==> src/rtl/wb_cmd_master_if.sv <==
// Classic Wishbone bus bundle shared by the command master
// and the register slaves it drives.
interface wishbone #(
   parameter int ADR_BITS    = 16,
   parameter int PORT_SIZE   = 32,
   parameter int GRANULARITY = 8
);
   localparam int SEL_W = PORT_SIZE / GRANULARITY;

   logic                 cyc;
   logic                 stb;
   logic                 we;
   logic [ADR_BITS-1:0]  adr;
   logic [SEL_W-1:0]     sel;
   logic [PORT_SIZE-1:0] dat_ms;
   logic [PORT_SIZE-1:0] dat_sm;
   logic                 ack;
   logic                 err;
   logic                 rty;

   modport master (
      output cyc, stb, we, adr, sel, dat_ms,
      input  dat_sm, ack, err, rty
   );

   modport slave (
      input  cyc, stb, we, adr, sel, dat_ms,
      output dat_sm, ack, err, rty
   );
endinterface

==> src/rtl/wb_cmd_master.sv <==
// Command stream to classic Wishbone single-cycle master,
// with bounded retry, per-attempt timeout and one response per command.
module wb_cmd_master #(
   parameter int ADR_BITS       = 16,
   parameter int PORT_SIZE      = 32,
   parameter int GRANULARITY    = 8,
   parameter int TIMEOUT_CYCLES = 255,
   parameter int MAX_RETRIES    = 3,
   localparam int SEL_W         = PORT_SIZE / GRANULARITY
) (
   input  logic                 clk_i,
   input  logic                 rst_n_i,
   input  logic                 cmd_valid_i,
   output logic                 cmd_ready_o,
   input  logic [ADR_BITS-1:0]  cmd_adr_i,
   input  logic                 cmd_we_i,
   input  logic [SEL_W-1:0]     cmd_sel_i,
   input  logic [PORT_SIZE-1:0] cmd_dat_i,
   output logic                 rsp_valid_o,
   input  logic                 rsp_ready_i,
   output logic [PORT_SIZE-1:0] rsp_dat_o,
   output logic [1:0]           rsp_status_o,
   wishbone.master              wb
);
   localparam int RC_W = (MAX_RETRIES > 0) ?
                         $clog2(MAX_RETRIES + 1) : 1;
   localparam int TC_W = (TIMEOUT_CYCLES > 0) ?
                         $clog2(TIMEOUT_CYCLES + 1) : 1;
   localparam logic [RC_W-1:0] RTY_MAX = RC_W'(MAX_RETRIES);
   localparam bit              TO_EN   = (TIMEOUT_CYCLES != 0);
   localparam logic [TC_W-1:0] TO_LAST = (TIMEOUT_CYCLES > 0) ?
                                         TC_W'(TIMEOUT_CYCLES - 1) : '0;

   localparam logic [1:0] ST_OK  = 2'b00;
   localparam logic [1:0] ST_ERR = 2'b01;
   localparam logic [1:0] ST_TMO = 2'b10;
   localparam logic [1:0] ST_RTY = 2'b11;

   typedef enum logic [1:0] {
      S_IDLE,
      S_BUS,
      S_GAP,
      S_RESP
   } state_t;

   state_t               r_state;
   state_t               w_state_nx;
   logic                 r_cyc;
   logic                 r_rsp_valid;
   logic                 r_cmd_ready;
   logic                 w_load;
   logic [ADR_BITS-1:0]  r_adr;
   logic                 r_we;
   logic [SEL_W-1:0]     r_sel;
   logic [PORT_SIZE-1:0] r_dat;
   logic [RC_W-1:0]      r_rty;
   logic [RC_W-1:0]      w_rty_nx;
   logic [TC_W-1:0]      r_to;
   logic [TC_W-1:0]      w_to_nx;
   logic [PORT_SIZE-1:0] r_rsp_dat;
   logic [PORT_SIZE-1:0] w_rsp_dat_nx;
   logic [1:0]           r_rsp_st;
   logic [1:0]           w_rsp_st_nx;
   logic                 w_to_hit;
   logic                 w_rty_left;

   // r_to counts completed BUS cycles before the current one,
   // so the last allowed cycle is TIMEOUT_CYCLES-1.
   assign w_to_hit   = TO_EN && (r_to == TO_LAST);
   assign w_rty_left = (r_rty < RTY_MAX);

   // Next state, counters and response capture
   always_comb begin
      w_state_nx   = r_state;
      w_rty_nx     = r_rty;
      w_to_nx      = r_to;
      w_rsp_dat_nx = r_rsp_dat;
      w_rsp_st_nx  = r_rsp_st;
      w_load       = 1'b0;
      unique case (r_state)
         S_IDLE: begin
            if (cmd_valid_i && r_cmd_ready) begin
               w_load     = 1'b1;
               w_rty_nx   = '0;
               w_to_nx    = '0;
               w_state_nx = S_BUS;
            end
         end
         S_BUS: begin
            if (r_to != {TC_W{1'b1}}) begin
               w_to_nx = r_to + 1'b1;
            end
            if (wb.ack) begin
               w_rsp_st_nx  = ST_OK;
               w_rsp_dat_nx = r_we ? '0 : wb.dat_sm;
               w_state_nx   = S_RESP;
            end else if (wb.err) begin
               w_rsp_st_nx  = ST_ERR;
               w_rsp_dat_nx = '0;
               w_state_nx   = S_RESP;
            end else if (wb.rty) begin
               if (w_rty_left) begin
                  w_rty_nx   = r_rty + 1'b1;
                  w_state_nx = S_GAP;
               end else begin
                  w_rsp_st_nx  = ST_RTY;
                  w_rsp_dat_nx = '0;
                  w_state_nx   = S_RESP;
               end
            end else if (w_to_hit) begin
               w_rsp_st_nx  = ST_TMO;
               w_rsp_dat_nx = '0;
               w_state_nx   = S_RESP;
            end
         end
         S_GAP: begin
            w_to_nx    = '0;
            w_state_nx = S_BUS;
         end
         S_RESP: begin
            if (rsp_ready_i) begin
               w_state_nx = S_IDLE;
            end
         end
      endcase
   end

   // State, counters and registered control outputs
   always_ff @(posedge clk_i or negedge rst_n_i) begin
      if (!rst_n_i) begin
         r_state     <= S_IDLE;
         r_cyc       <= 1'b0;
         r_rsp_valid <= 1'b0;
         r_cmd_ready <= 1'b0;
         r_rty       <= '0;
         r_to        <= '0;
         r_rsp_dat   <= '0;
         r_rsp_st    <= ST_OK;
      end else begin
         r_state     <= w_state_nx;
         r_cyc       <= (w_state_nx == S_BUS);
         r_rsp_valid <= (w_state_nx == S_RESP);
         r_cmd_ready <= (w_state_nx == S_IDLE);
         r_rty       <= w_rty_nx;
         r_to        <= w_to_nx;
         r_rsp_dat   <= w_rsp_dat_nx;
         r_rsp_st    <= w_rsp_st_nx;
      end
   end

   // Command capture; held for every attempt of the transaction
   always_ff @(posedge clk_i or negedge rst_n_i) begin
      if (!rst_n_i) begin
         r_adr <= '0;
         r_we  <= 1'b0;
         r_sel <= '0;
         r_dat <= '0;
      end else if (w_load) begin
         r_adr <= cmd_adr_i;
         r_we  <= cmd_we_i;
         r_sel <= cmd_sel_i;
         r_dat <= cmd_dat_i;
      end
   end

   assign cmd_ready_o  = r_cmd_ready;
   assign rsp_valid_o  = r_rsp_valid;
   assign rsp_dat_o    = r_rsp_dat;
   assign rsp_status_o = r_rsp_st;
   assign wb.cyc       = r_cyc;
   assign wb.stb       = r_cyc;
   assign wb.we        = r_we;
   assign wb.adr       = r_adr;
   assign wb.sel       = r_sel;
   assign wb.dat_ms    = r_dat;
endmodule

==> src/flat_wrapper.sv <==
// flat-port wrapper written by rule: the top's interface ports become plain ports
module wb_cmd_master_flat 
#(
   parameter int ADR_BITS       = 16,
   parameter int PORT_SIZE      = 32,
   parameter int GRANULARITY    = 8,
   parameter int TIMEOUT_CYCLES = 255,
   parameter int MAX_RETRIES    = 3,
   localparam int SEL_W         = PORT_SIZE / GRANULARITY
)
  (clk_i, rst_n_i, cmd_valid_i, cmd_ready_o, cmd_adr_i, cmd_we_i, cmd_sel_i, cmd_dat_i, rsp_valid_o, rsp_ready_i, rsp_dat_o, rsp_status_o, wb_cyc, wb_stb, wb_we, wb_adr, wb_sel, wb_dat_ms, wb_dat_sm, wb_ack, wb_err, wb_rty);
  wishbone #(.ADR_BITS(ADR_BITS), .PORT_SIZE(PORT_SIZE), .GRANULARITY(GRANULARITY)) wb_i ();
  input  logic clk_i;
  input  logic rst_n_i;
  input  logic cmd_valid_i;
  output logic cmd_ready_o;
  input  logic [ADR_BITS-1:0] cmd_adr_i;
  input  logic cmd_we_i;
  input  logic [SEL_W-1:0] cmd_sel_i;
  input  logic [PORT_SIZE-1:0] cmd_dat_i;
  output logic rsp_valid_o;
  input  logic rsp_ready_i;
  output logic [PORT_SIZE-1:0] rsp_dat_o;
  output logic [1:0] rsp_status_o;
  output wire logic [$bits(wb_i.cyc)-1:0] wb_cyc;
  output wire logic [$bits(wb_i.stb)-1:0] wb_stb;
  output wire logic [$bits(wb_i.we)-1:0] wb_we;
  output wire logic [$bits(wb_i.adr)-1:0] wb_adr;
  output wire logic [$bits(wb_i.sel)-1:0] wb_sel;
  output wire logic [$bits(wb_i.dat_ms)-1:0] wb_dat_ms;
  input wire logic [$bits(wb_i.dat_sm)-1:0] wb_dat_sm;
  input wire logic [$bits(wb_i.ack)-1:0] wb_ack;
  input wire logic [$bits(wb_i.err)-1:0] wb_err;
  input wire logic [$bits(wb_i.rty)-1:0] wb_rty;
  assign wb_cyc = wb_i.cyc;
  assign wb_stb = wb_i.stb;
  assign wb_we = wb_i.we;
  assign wb_adr = wb_i.adr;
  assign wb_sel = wb_i.sel;
  assign wb_dat_ms = wb_i.dat_ms;
  assign wb_i.dat_sm = wb_dat_sm;
  assign wb_i.ack = wb_ack;
  assign wb_i.err = wb_err;
  assign wb_i.rty = wb_rty;
  wb_cmd_master #(.ADR_BITS(ADR_BITS), .PORT_SIZE(PORT_SIZE), .GRANULARITY(GRANULARITY), .TIMEOUT_CYCLES(TIMEOUT_CYCLES), .MAX_RETRIES(MAX_RETRIES)) u_core (.clk_i(clk_i), .rst_n_i(rst_n_i), .cmd_valid_i(cmd_valid_i), .cmd_ready_o(cmd_ready_o), .cmd_adr_i(cmd_adr_i), .cmd_we_i(cmd_we_i), .cmd_sel_i(cmd_sel_i), .cmd_dat_i(cmd_dat_i), .rsp_valid_o(rsp_valid_o), .rsp_ready_i(rsp_ready_i), .rsp_dat_o(rsp_dat_o), .rsp_status_o(rsp_status_o), .wb(wb_i));
endmodule
==> config.mk <==
export PLATFORM = sky130hd
export DESIGN_NAME = wb_cmd_master_flat
export DESIGN_NICKNAME = d
export VERILOG_FILES = /design/src/rtl/wb_cmd_master_if.sv /design/src/rtl/wb_cmd_master.sv /design/src/flat_wrapper.sv
export SDC_FILE = /design/constraint.sdc
export NUM_CORES = 1
export LEC_CHECK = 0
export BUFFER_PORTS_ARGS = -buffer_cell sky130_fd_sc_hd__buf_2
export CORE_UTILIZATION = 40
export DETAILED_ROUTE_END_ITERATION = 16
export GPL_ROUTABILITY_DRIVEN = 0
export PLACE_DENSITY_LB_ADDON = 0.15
export SETUP_SLACK_MARGIN = 0.05
export SLEW_MARGIN = 20
export SYNTH_ARGS = -nofsm -noshare
export SYNTH_HDL_FRONTEND = slang
export SYNTH_SLANG_ARGS = --single-unit
==> constraint.sdc <==
create_clock -name clk_i -period 5.6 [get_ports clk_i]
set_input_delay 0.28 -clock clk_i [delete_from_list [all_inputs] [get_ports clk_i]]
set_output_delay 0.28 -clock clk_i [all_outputs]
set_load 0.02 [all_outputs]
==> flow_metrics.env, run 1 <==
export IMPL_cts_tree="built"
export IMPL_dr_pass1_iters=4
export IMPL_fill_cells=1019
export IMPL_wl_mm=10.6
export IMPL_ir_drop_uv=224
export IMPL_diodes=0
export IMPL_synth_most_common_cell="nand2_1"
export IMPL_avgSynthCellArea_um2=9.24
export IMPL_coreArea_um2=10400
export IMPL_cp_arrival_ns=2.55
export IMPL_gr_total_overflow=0
export IMPL_clock_fmax_ghz=0.430
export IMPL_numCtsBuffers=9
export IMPL_maxCapViolCount=0
export IMPL_path_max_fanout=34
export IMPL_fin_tns_setup_ns=0
export IMPL_drive_above_1_share=0.330
export IMPL_finalInstanceArea_um2=5540
export IMPL_cts_resized=0
export IMPL_switching_share=0.418
export IMPL_combPwrFrac=0.412
export IMPL_p_int_mw=1.72
export IMPL_fp_row_count=37
export IMPL_r2r_slack_ns=3.27
export IMPL_status="complete, no violations"
export IMPL_hold_ws_ns=0.0991
export IMPL_fin_nets=727
export IMPL_area_growth_pct=29.0
export IMPL_finalCriticalPeriod_ns=2.33
export IMPL_die_x_um=106
export IMPL_place_ws_ns=3.26
export IMPL_synth_edf_count=0
export IMPL_cts_root_buf="clkbuf_8"
export IMPL_crit_path_end_kind="flip-flop"
export IMPL_clkPwrFrac=0.177
export IMPL_yosysTopAreaCell="dfrtp_1"
export IMPL_synth_area_leaders="dfrtp_1, nand2_1, o211ai_1"
export IMPL_antenna_found_initial=0
export IMPL_place_hpwl_mm=7.39
export IMPL_clk_latency_ns=0.36
export IMPL_ios=183
export IMPL_placed_area_um2=5290
export IMPL_place_inst=756
export IMPL_hold_viol=0
export IMPL_power_switching_mw=1.23
export IMPL_grt_max_degree=58
export IMPL_crit_required_ns=5.83
export IMPL_ys_seq_elements=102
export IMPL_maxSlewHeadroom=0.526
export IMPL_drc=0
export IMPL_start_util=0.414
export IMPL_clkSlewWorstSetupHoldPaths_ns=0.10
export IMPL_die_h_um=106
export IMPL_min_path_type="in2reg"
export IMPL_rsz0062_at_grt="false"
export IMPL_path_class="reg2reg"
export IMPL_yosys_warnings=0
export IMPL_htreeDepth=3
export IMPL_async_reset_ff_frac=1.00
export IMPL_slew_violations=0
export IMPL_p_per_area_nw_per_um2=533
export IMPL_yosysUniqueCellTypes=37
export IMPL_setup_violations=0
export IMPL_min_period_over_period=0.415
export IMPL_cts_buffer_depth=2
export IMPL_ant_nets=0
export IMPL_viasPerCell=4.93
export IMPL_drt_iter0_drc=211
export IMPL_seq_area_frac_synth=0.594
export IMPL_dieArea_um2=11200
export IMPL_fin_util=0.535
export IMPL_final_cells=773
export IMPL_vias=3809
export IMPL_tightest_slew_ns=0.712
export IMPL_synth_nets=560
export IMPL_io_buffers=182
export IMPL_power_mw=2.95
export IMPL_p_leak_nw=3.01
export IMPL_yosysTopAreaCellShare=0.594
export IMPL_wl_per_cell_um=13.8
export IMPL_final_setup_worst_slack_ns=3.27
export IMPL_seq_power_share=0.411
export IMPL_syn_inst=465
export IMPL_synthTopCellsByCount="nand2_1, dfrtp_1, o211ai_1"
export IMPL_start_kind="flip-flop"
export IMPL_skew_ns=0.00756
export IMPL_grt_use_total=0.195
export IMPL_synthesis_area_um2=4300
export IMPL_synth_ff_type="dfrtp_1"
export IMPL_cts_sinks=102
export IMPL_grt_pass1_wl_mm=17.2
export IMPL_grt_pass1_vias=3652
[path summary, 6_finish.rpt]
path / start / endpoint / cells after the start
worst min register to register: u_core.wb.dat_ms[22] / u_core.wb.dat_ms[22] / 2
worst min-delay path: cmd_adr_i[7] / u_core.wb.adr[7] / 3
worst max-delay path: u_core.r_rty[0] / u_core.rsp_dat_o[21] / 6
worst max register to register: u_core.r_rty[0] / u_core.rsp_dat_o[21] / 6
max in group asynchronous: rst_n_i / u_core.wb.dat_ms[30] / 3
min in group asynchronous: rst_n_i / u_core.rsp_dat_o[23] / 2
[registers in the layout, indices dropped and copies added (netlist names)]
register / count
u_core.wb.adr: 16
u_core.cmd_ready_o: 1
u_core.wb.sel: 4
u_core.rsp_valid_o: 1
u_core.r_rty: 2
u_core.r_to: 8
u_core.wb.we: 1
u_core.rsp_status_o: 2
u_core.r_state: 2
u_core.wb.cyc: 1
u_core.wb.dat_ms: 32
u_core.rsp_dat_o: 32
[cell type report]
class | instances | area (µm²) | area share
Sequential cell | 102 | 2550 | 0.460
Multi-Input combinational cell | 328 | 1620 | 0.292
Timing Repair Buffer | 188 | 961 | 0.173
Tap cell | 136 | 170 | 0.0307
Clock buffer | 11 | 151 | 0.0273
Clock inverter | 5 | 78.8 | 0.0142
Inverter | 3 | 11.3 | 0.00203
[power groups by stage]
stage                     clock, mW  combinational [mW]  sequential (mW)
after global placement            0                1.21             1.22
after floorplan                   0               0.463             1.54
after detailed placement          0                1.23             1.22
after CTS                     0.543                1.23             1.21
after global routing          0.570                1.34             1.25
final                         0.524                1.22             1.21
[kinds of logic after synthesis]
kind of cell,count (synthesis),synth area share
flops,102,0.594
fa+ha+maj,3,0.00873
mux,1,0.00233
simple gates,227,0.210
buf+inv,35,0.0376
compound gates,97,0.148
[worst max-delay path: stages, from the launching register on]
cell and delay, ns:
dfrtp_1 0.41, ha_1 0.20, or4b_4 0.55, o311ai_4 0.10
buf_4 0.36, o21a_4 0.40, o21ai_0 0.16
[layout by cell type (no fill, tap or decap), drive strengths merged, types with 2 or more instances in the layout]
cell / count
nor2b: 3
clkbuf: 11
nor2: 9
dfrtp: 102
a21oi: 9
o31ai: 3
and3: 3
nand2: 199
buf: 187
o211ai: 33
inv: 4
clkinv: 2
nand2b: 2
nand3: 5
ha: 3
nor3: 2
o21ai: 37
a31oi: 3
bufinv: 2
[routing by layer]
| metal | track usage | routed length, µm | vias to the layer above |
|---|---|---|---|
| met5 | 0 | 0 | - |
| met4 | 0.0685 | 164 | 0 |
| met3 | 0.0680 | 993 | 13 |
| met2 | 0.303 | 4950 | 163 |
| met1 | 0.253 | 4530 | 1760 |
| li1 | - | - | 1873 |
[what timing repair did]
item / in CTS / in global routing
setup buffers: 0 / 0
hold endpoints to repair: 45 / 0
hold buffers: 1 / 0
Power figures use the tool's default switching activity.
==> run 2: changes to the inputs <==
clock period = 2.3 ns   (was 5.6 ns; I/O delays follow)
==> run 2 against run 1 <==
  * Die area is the same
  * Fmax is 17% higher
  * Clock-buffer cell count shrank 1
  * Setup slack got worse by 3.0 ns
  * Sequential share of layout area is 6.1 points lower
  * Combinational power increased to 2.6 times the previous value
  * Clock power rose to 2.5 times the previous value
  * Cell area grew 15%
  * Sequential power up 140%
  * Total power grew to 2.5 times the previous value
  * Global-route usage up 2.2 points
  * Worst hold slack got worse by 0.084 ns
==> flow_metrics.env, run 2 (synthesis gave the netlist of run 1 again) <==
export IMPL_maxSlewHeadroom=0.560
export IMPL_crit_required_ns=2.57
export IMPL_clkSlewWorstSetupHoldPaths_ns=0.10
export IMPL_drt_iter0_drc=161
export IMPL_hold_viol=0
export IMPL_numCtsBuffers=9
export IMPL_crit_path_end_kind="flip-flop"
export IMPL_wl_mm=11.8
export IMPL_layout_common_cells="nand2_1, buf_2, dfrtp_1"
export IMPL_skew_ns=0.0116
export IMPL_cts_sinks=102
export IMPL_ant_nets=0
export IMPL_dr_pass1_iters=4
export IMPL_finalInstanceArea_um2=6390
export IMPL_drive_above_1_share=0.295
export IMPL_antenna_found_initial=0
export IMPL_maxCapViolCount=0
export IMPL_start_kind="flip-flop"
export IMPL_place_ws_ns=0.342
export IMPL_io_buffers=182
export IMPL_fin_tns_setup_ns=0
export IMPL_die_h_um=106
export IMPL_hold_buffers=80
export IMPL_grt_max_degree=55
export IMPL_cts_resized=0
export IMPL_status="complete, no violations"
export IMPL_cts_buffer_depth=2
export IMPL_grt_pass1_wl_mm=19.6
export IMPL_hold_path_startpoint="wb_dat_sm[6]"
export IMPL_finalCriticalPeriod_ns=1.99
export IMPL_dieArea_um2=11200
export IMPL_fin_nets=812
export IMPL_final_setup_worst_slack_ns=0.315
export IMPL_path_class="reg2reg"
export IMPL_rsz0062_at_grt="false"
export IMPL_p_leak_nw=3.36
export IMPL_drc=0
export IMPL_grt_pass1_vias=4233
export IMPL_ios=183
export IMPL_grt_use_total=0.217
export IMPL_wl_per_cell_um=13.8
export IMPL_fp_row_count=37
export IMPL_setup_violations=0
export IMPL_path_max_fanout=33
export IMPL_p_per_area_nw_per_um2=1160
export IMPL_placed_area_um2=5340
export IMPL_clk_latency_ns=0.35
export IMPL_viasPerCell=4.92
export IMPL_postCtsSetupRepairBufs=0
export IMPL_die_x_um=106
export IMPL_area_growth_pct=48.6
export IMPL_start_util=0.414
export IMPL_place_hpwl_mm=7.32
export IMPL_min_period_over_period=0.863
export IMPL_final_common_cell="nand2_1"
export IMPL_vias=4218
export IMPL_diodes=0
export IMPL_cts_root_buf="clkbuf_8"
export IMPL_min_path_type="in2reg"
export IMPL_gr_total_overflow=0
export IMPL_reg2reg_from="u_core.r_rty[0]"
export IMPL_tightest_slew_ns=0.660
export IMPL_worstSetupStartpoint="u_core.r_rty[0]"
export IMPL_slew_violations=0
export IMPL_cp_arrival_ns=2.25
export IMPL_clock_fmax_ghz=0.504
export IMPL_coreArea_um2=10400
export IMPL_ir_drop_uv=619
export IMPL_htreeDepth=3
export IMPL_cts_tree="built"
run 2: report_power, final:
part | switching [mW] | leakage, nW | total, mW | internal [mW]
Combinational | 2.02 | 1.92 | 3.14 | 1.13
Sequential | 0.442 | 1.33 | 2.95 | 2.51
Clock | 0.603 | 0.113 | 1.33 | 0.722
run 2: path summary, 6_finish.rpt:
path / end / slack, ns / cells after the start
worst min register to register: u_core.wb.dat_ms[22] / 0.48 / 2
worst min-delay path: u_core.rsp_dat_o[6] / 0.02 / 3
worst max register to register: u_core.rsp_dat_o[26] / 0.31 / 6
max in group asynchronous: u_core.wb.sel[0] / 1.26 / 3
worst max-delay path: u_core.rsp_dat_o[26] / 0.31 / 6
min in group asynchronous: u_core.rsp_dat_o[23] / 0.33 / 2
run 2: layout make-up:
type / count / area (µm²)
multi-input combinational: 328 / 1610
inverter: 3 / 11.3
fill: 911 / 3980
clock inverter: 5 / 106
timing repair buffer: 273 / 1810
tap: 136 / 170
clock buffer: 10 / 128
sequential: 102 / 2550
run 2: critical path: stages (launching register included):
cell and delay, ns:
dfrtp_1 0.41, ha_1 0.20, or4b_4 0.55, o311ai_4 0.11
buf_4 0.38, o211ai_1 0.15, o21ai_1 0.11
run 2: through the flow:
step | utilization | instances | power [mW] | hold slack (ns)
after detailed placement | 0.515 | 761 | 6.01 | 0.187
after global routing | 0.616 | 857 | 7.94 | 0.00446
after floorplan | - | 465 | 4.88 | -0.181
after global placement | 0.515 | 761 | 5.92 | 0.183
final | 0.616 | 857 | 7.42 | 0.0153
after CTS | 0.615 | 856 | 7.46 | 0.000546
run 2: routing by layer:
layer / global-route usage / routed length (µm) / vias up
li1: - / - / 2049
met1: 0.287 / 5240 / 1994
met2: 0.359 / 5640 / 154
met3: 0.0383 / 706 / 21
met4: 0.0764 / 248 / 0
met5: 0 / 0 / -
